### config.mk
export PLATFORM = sky130hd
export DESIGN_NAME = fifo_stream_reader_flat
export DESIGN_NICKNAME = d
export VERILOG_FILES = /design/src/rtl/fifo_stream_reader_if.sv /design/src/rtl/fifo_stream_reader.sv /design/src/flat_wrapper.sv
export SDC_FILE = /design/constraint.sdc
export NUM_CORES = 1
export LEC_CHECK = 0
export ABC_AREA = 1
export ABC_CLOCK_PERIOD_IN_PS = 1400
export BUFFER_PORTS_ARGS = -buffer_cell sky130_fd_sc_hd__buf_2
export CORE_MARGIN = 2
export CORE_UTILIZATION = 50
export CTS_CLUSTER_SIZE = 14
export DETAILED_ROUTE_END_ITERATION = 16
export PLACE_DENSITY = 0.73
export SETUP_SLACK_MARGIN = 0.3
export SYNTH_ARGS = -nofsm -noshare
export SYNTH_HDL_FRONTEND = slang
export SYNTH_SLANG_ARGS = --single-unit
### constraint.sdc
create_clock -name clock -period 1.4 [get_ports clock]
set_clock_uncertainty 0.1 [all_clocks]
set_input_delay 0.14 -clock clock [delete_from_list [all_inputs] [get_ports clock]]
set_output_delay 0.14 -clock clock [all_outputs]
set_load 0.01 [all_outputs]
### src/rtl/fifo_stream_reader_if.sv
// FIFO read port and valid/ready output stream bundled for fifo_stream_reader.
// master = the reader engine, slave = FIFO plus downstream consumer.
interface fifo_stream_reader_if #(
    parameter int DATA_WIDTH = 8
);
    logic                  fifo_empty;
    logic [DATA_WIDTH-1:0] fifo_rd_data;
    logic                  fifo_rd_en;
    logic                  out_valid;
    logic                  out_ready;
    logic [DATA_WIDTH-1:0] out_data;
    logic                  out_last;

    modport master (
        input  fifo_empty, fifo_rd_data, out_ready,
        output fifo_rd_en, out_valid, out_data, out_last
    );

    modport slave (
        output fifo_empty, fifo_rd_data, out_ready,
        input  fifo_rd_en, out_valid, out_data, out_last
    );
endinterface

### src/rtl/fifo_stream_reader.sv
// Show-ahead FIFO drain engine: 2-entry registered skid buffer with burst framing.
// Optional FIFO_READER_CNT_EN adds the beat_total accepted-beat counter port.
module fifo_stream_reader #(
    parameter int DATA_WIDTH = 8,
    parameter int BURST_LEN  = 4
) (
    input  logic                 clock,
    input  logic                 reset,
    input  logic                 drain_en,
    fifo_stream_reader_if.master bus
`ifdef FIFO_READER_CNT_EN
    ,
    output logic [31:0]          beat_total
`endif
);

    typedef enum logic [1:0] {
        EMPTY = 2'd0,
        ONE   = 2'd1,
        TWO   = 2'd2
    } fill_t;

    localparam logic [15:0] LAST_IDX = 16'(BURST_LEN - 1);

    fill_t                 state, state_next;
    logic [DATA_WIDTH-1:0] head, tail, head_next, tail_next;
    logic [15:0]           bidx;
    logic                  pop, accept, valid;

    // Pop decision uses only registered fill state, so out_ready never reaches fifo_rd_en.
    assign pop    = drain_en & ~bus.fifo_empty & (state != TWO) & ~reset;
    assign valid  = (state != EMPTY);
    assign accept = valid & bus.out_ready;

    assign bus.fifo_rd_en = pop;
    assign bus.out_valid  = valid;
    assign bus.out_data   = head;
    assign bus.out_last   = valid & (bidx == LAST_IDX);

    always_comb begin
        state_next = state;
        head_next  = head;
        tail_next  = tail;
        case (state)
            EMPTY: begin
                if (pop) begin
                    head_next  = bus.fifo_rd_data;
                    state_next = ONE;
                end
            end
            ONE: begin
                if (pop && accept) begin
                    head_next = bus.fifo_rd_data;
                end else if (pop) begin
                    tail_next  = bus.fifo_rd_data;
                    state_next = TWO;
                end else if (accept) begin
                    state_next = EMPTY;
                end
            end
            TWO: begin
                if (accept) begin
                    head_next  = tail;
                    state_next = ONE;
                end
            end
            default: state_next = EMPTY;
        endcase
    end

    always_ff @(posedge clock or posedge reset) begin
        if (reset) begin
            state <= EMPTY;
            head  <= '0;
            tail  <= '0;
            bidx  <= '0;
        end else begin
            state <= state_next;
            head  <= head_next;
            tail  <= tail_next;
            if (accept) begin
                bidx <= (bidx == LAST_IDX) ? '0 : bidx + 16'd1;
            end
        end
    end

`ifdef FIFO_READER_CNT_EN
    always_ff @(posedge clock or posedge reset) begin
        if (reset) begin
            beat_total <= '0;
        end else if (accept) begin
            beat_total <= beat_total + 32'd1;
        end
    end
`endif

endmodule

### src/flat_wrapper.sv
// flat-port wrapper written by rule: the top's interface ports become plain ports
module fifo_stream_reader_flat 
#(
    parameter int DATA_WIDTH = 8,
    parameter int BURST_LEN  = 4
)
  (clock, reset, drain_en, bus_fifo_empty, bus_fifo_rd_data, bus_out_ready, bus_fifo_rd_en, bus_out_valid, bus_out_data, bus_out_last);
  fifo_stream_reader_if #(.DATA_WIDTH(DATA_WIDTH)) bus_i ();
  input  logic clock;
  input  logic reset;
  input  logic drain_en;
  input wire logic [$bits(bus_i.fifo_empty)-1:0] bus_fifo_empty;
  input wire logic [$bits(bus_i.fifo_rd_data)-1:0] bus_fifo_rd_data;
  input wire logic [$bits(bus_i.out_ready)-1:0] bus_out_ready;
  output wire logic [$bits(bus_i.fifo_rd_en)-1:0] bus_fifo_rd_en;
  output wire logic [$bits(bus_i.out_valid)-1:0] bus_out_valid;
  output wire logic [$bits(bus_i.out_data)-1:0] bus_out_data;
  output wire logic [$bits(bus_i.out_last)-1:0] bus_out_last;
  assign bus_i.fifo_empty = bus_fifo_empty;
  assign bus_i.fifo_rd_data = bus_fifo_rd_data;
  assign bus_i.out_ready = bus_out_ready;
  assign bus_fifo_rd_en = bus_i.fifo_rd_en;
  assign bus_out_valid = bus_i.out_valid;
  assign bus_out_data = bus_i.out_data;
  assign bus_out_last = bus_i.out_last;
  fifo_stream_reader #(.DATA_WIDTH(DATA_WIDTH), .BURST_LEN(BURST_LEN)) u_core (.clock(clock), .reset(reset), .drain_en(drain_en), .bus(bus_i));
endmodule
# == Yosys cells after proc, flatten, opt, wreduce, memory -nomap -nowiden ==
# Index checks and enable logic that the tools add are counted.
# classes
reduce_logical,7
add_sub_neg,1
n_bitwise,8
n_eq_ne,9
mux,11
# ops
op,n
8-bit two-way mux,3
8-bit one-hot mux with 3 select lines,1
16-bit by 1-bit adder with 16-bit output (second input constant),1
16-bit by 2-bit == test with 1-bit output (second input constant),1
16-bit two-way mux,1
2-bit two-way mux,5
4-bit AND reduction,2
2-bit by 1-bit inequality test with 1-bit output (second input constant),3
2-bit one-hot mux with 3 select lines,1
1-bit bitwise AND,5
2-bit inequality test (second input constant),2
3-bit by 1-bit inequality test with 1-bit output (second input constant),1
1-bit NOT,3
3-bit AND reduction,1
3-bit nonzero test,1
2-bit by 1-bit == test with 1-bit output (second input constant),1
2-bit == test (second input constant),1
2-bit zero test,1
2-bit nonzero test,1
1-bit logical AND,1
# word_totals
wordCells,40
reg_bits,34
out_inout_bits,11
inputBits,13

# == Logic depth before layout (Yosys ltp) ==
# logic_depth
ltp_word,7
mapped_depth,9
ltp_nobuf,9

# == Worst setup path before layout ==
# No wires, ideal clock.
# synth_path
path_kind,input-to-reg
start,input port reset
end,register u_core.tail[0]
t_arrival_ns,1.596
n_path_buf,1
stages,7
setup_ns,0.117
path_slack_ns,-0.414
t_required_ns,1.183
path_cell_list,inv_1 > nand2_1 > nor2_2 > nand2_2 > buf_6 > nand2_1 > o21ai_2
# synth_between
elab_chain_len,5
# synth_rtl
element,line,text
"start, declared",flat_wrapper.sv:10,input logic reset;
1-bit NOT *,fifo_stream_reader.sv:31,assign pop = drain_en & ~bus.fifo_empty & (state != TWO) & ~reset;
1-bit bitwise AND *,fifo_stream_reader.sv:31,
1-bit logical AND,fifo_stream_reader.sv:52,if (pop && accept) begin
1-bit NOT (no source line),-,
3-bit AND reduction (no source line) *,-,
"end signal, assigned",fifo_stream_reader.sv:80,tail <= tail_next;
"end, declared",fifo_stream_reader.sv:26,"logic [DATA_WIDTH-1:0] head, tail, head_next, tail_next;"
# Every way passes the cells marked *; elsewhere a longest branch is shown, timed or not.
# A chain may end at the register's enable or synchronous reset.

# == Final worst setup path ==
# layout_path
start,register u_core.bidx[1]
end,output port bus_out_last
# layout_between
elab_chain_len,2
# layout_rtl
element,line,text
"start, declared",fifo_stream_reader.sv:27,logic [15:0] bidx;
"start signal, assigned",fifo_stream_reader.sv:82,bidx <= (bidx == LAST_IDX) ? '0 : bidx + 16'd1;
16-bit by 2-bit == test with 1-bit output,fifo_stream_reader.sv:38,assign bus.out_last = valid & (bidx == LAST_IDX);
1-bit bitwise AND,fifo_stream_reader.sv:38,
"end, declared",flat_wrapper.sv:18,output wire logic [$bits(bus_i.out_last)-1:0] bus_out_last;
# No other way between the ends.

==> metrics.txt <==
total wire length 6030 um; Vias/cell 5.55; most common cell after layout, fill and taps aside nand2_1; LEAKAGE 1.46 nW; final worst slack -225 ps; Core ar. 0.00363 mm^2; area grow syn2layout 58.3%; Buffers on Ports 23; dpl cells 326; Yosys reg bits 34; Yosys warnings 0; clock sinks 34; unrepaired setup endpoints after global routing true; Data required, critical path 1160 ps; overall die height 65.1 um; fin util 0.814; DIE WIDTH 65.1 um; max_cap viols 0; commonest cells after routing, fill and taps aside nand2_1, dfrtp_1, inv_1; worst skew pair latency 290 ps; Final Wtd Congestion 0.783; Num CTS Buffers 5; initial antenna violation count 0; Diodes inserted 0; Tot GR Track Use 0.260; vias in the first global route 1749; clk buf depth 2; Residual DRC 0; failing checks setup timing; HP Class primary input to flop; Period Utilization, post-route 1.16; Syn Inst Count 248; Clock transition at path regs 70 ps; first-pass GRT wire length 8200 um; clk root buf clkbuf_8; top-area cell type share of the netlist area 0.455; H-Tree Depth 2; f_max 615 MHz; # IOs 24; CP peak stage delay 410 ps; synthesized area per cell 7.53 um^2; Slew @ Worst Pin 440 ps; Tmin final 1620 ps; first drt pass iteration count 4; worst path arrival time 1380 ps; die area 0.00424 mm^2; HPWL after detailed placement 2830 um; Final TNS setup -1190 ps; Initial Util 0.514; Worst VDD drop 0.975 mV; Synth Cell Area 0.00187 mm^2; Post-Layout Cell Count 364; crit path cell chain ha_4 -> inv_2 -> nor3_2 -> nand4_1 -> nor2_2 -> buf_2; initial drt markers 158; CTS tree done; PwrDens 1550 mW/mm^2; Hold Violations, Final 0; Nets 329; global route overflow 0; fin. max-slew vios 0; Final Setup Violations 26; vias after detailed routing 2022; post-synth net total 262; Synth area leaders dfrtp_1, nand2_1, nor2_1, nand3_1, inv_1; max_slew headroom 0.707; Cell Rows 22; Avg WL per Cell 16.6 um; Place WS 2.48 ps; outcome finished with violations; crit path launch type flop; WS Path Type flop to primary output; fraction of layout cells with a size suffix above 1 0.535; peak fanout along the critical path 2; Synth cell types 27; post-route ant nets 0; CP endpoint kind primary output; register area share after synthesis 0.455; crit path max-delay cell type dfrtp_1; pin count of the biggest net entering global routing 35; Synth area leader dfrtp_1
-- timing repair --
item / 4_1_cts / 5_1_grt
hold buffers: 1 / 0
gates cloned: 2 / 1
pin swaps: 31 / 27
resized for setup: 60 / 42
buffers inserted: 17 / 9
endpoints found under the setup margin: 37 / 37
endpoints found under the hold margin: 34 / 0
-- worst max-delay path, delay by kind of cell, from the launching register on --
| family | cells | cell delay (ps) |
|---|---|---|
| fa+ha+maj | 1 | 180 |
| simple gates | 3 | 310 |
| buf+inv | 2 | 190 |
| flops | 1 | 410 |
-- final cells by class --
type | instances | area, um^2
clock buffer | 5 | 68.8
clock inverter | 3 | 40.0
fill | 203 | 677
inverter | 36 | 151
multi-input combinational | 178 | 1320
sequential | 34 | 855
tap | 48 | 60.1
timing repair buffer | 60 | 465
-- path summary, 6_finish.rpt --
check	from	to	slack [ps]	depth (start not counted)
setup reg to reg	u_core.bidx[1]	u_core.bidx[15]	-70	9
min in group asynchronous	reset	u_core.tail[6]	430	4
setup / recovery	u_core.bidx[1]	bus_out_last	-220	6
hold / removal	bus_fifo_rd_data[0]	u_core.tail[0]	7	3
hold reg to reg	u_core.tail[0]	u_core.tail[0]	390	2
max in group asynchronous	reset	u_core.state[1]	430	4
-- stage by stage --
stage,area (um^2),hold slack [ps],power (mW)
floorplan,1980,-11.3,2.37
global placement,2200,214,2.78
detailed placement,2200,218,2.83
CTS,2710,7.85,4.16
global route,2960,26.8,4.79
finish,2960,7.20,4.57
-- registers in the layout, summed over array words and instances, names as in the netlist --
signal and flops:
u_core.bidx 16, u_core.bus.out_data 8, u_core.tail 8, u_core.state 2
-- cell families (layout without fill, tap and decap cells) --
logic type,after synthesis,after routing,share of synthesized area
simple gates,147,150,0.348
compound gates,23,23,0.0864
buf+inv,39,104,0.0851
xor+xnor,4,4,0.0188
flops,34,34,0.455
fa+ha+maj,1,1,0.00670
-- power by group --
part	internal, mW	switching (mW)
Clock	0.524	0.399
Sequential	1.28	0.306
Combinational	0.963	1.10
-- routing by layer --
| layer | share of wire | wire length, um | GRT usage | up-vias |
|---|---|---|---|---|
| met3 | 0.057 | 342 | 0.0428 | 22 |
| li1 | - | - | - | 923 |
| met5 | 0 | 0 | 0 | - |
| met4 | 0.032 | 194 | 0.128 | 0 |
| met2 | 0.51 | 3050 | 0.419 | 87 |
| met1 | 0.40 | 2440 | 0.341 | 990 |
-- Yosys cell counts --
| library cell | count |
|---|---|
| clkinv_1 | 1 |
| o21ai_1 | 2 |
| nor2_1 | 37 |
| nand2_1 | 65 |
| buf_2 | 1 |
| buf_6 | 1 |
| nor2_2 | 3 |
| and2_1 | 1 |
| dfrtp_1 | 34 |
| xnor2_1 | 3 |
| buf_4 | 1 |
| nor2_8 | 1 |
| a21oi_1 | 9 |
| ha_1 | 1 |
| xor2_1 | 1 |
| o21ai_2 | 8 |
| nand4_1 | 4 |
| nor3_1 | 4 |
| nand3_2 | 1 |
| o21bai_1 | 2 |
| o21ai_4 | 1 |
| inv_2 | 2 |
| o21ai_0 | 1 |
| nand3_1 | 26 |
| nand2_4 | 1 |
| inv_1 | 33 |
| nand2_2 | 4 |
Power figures use the tool's default switching activity.
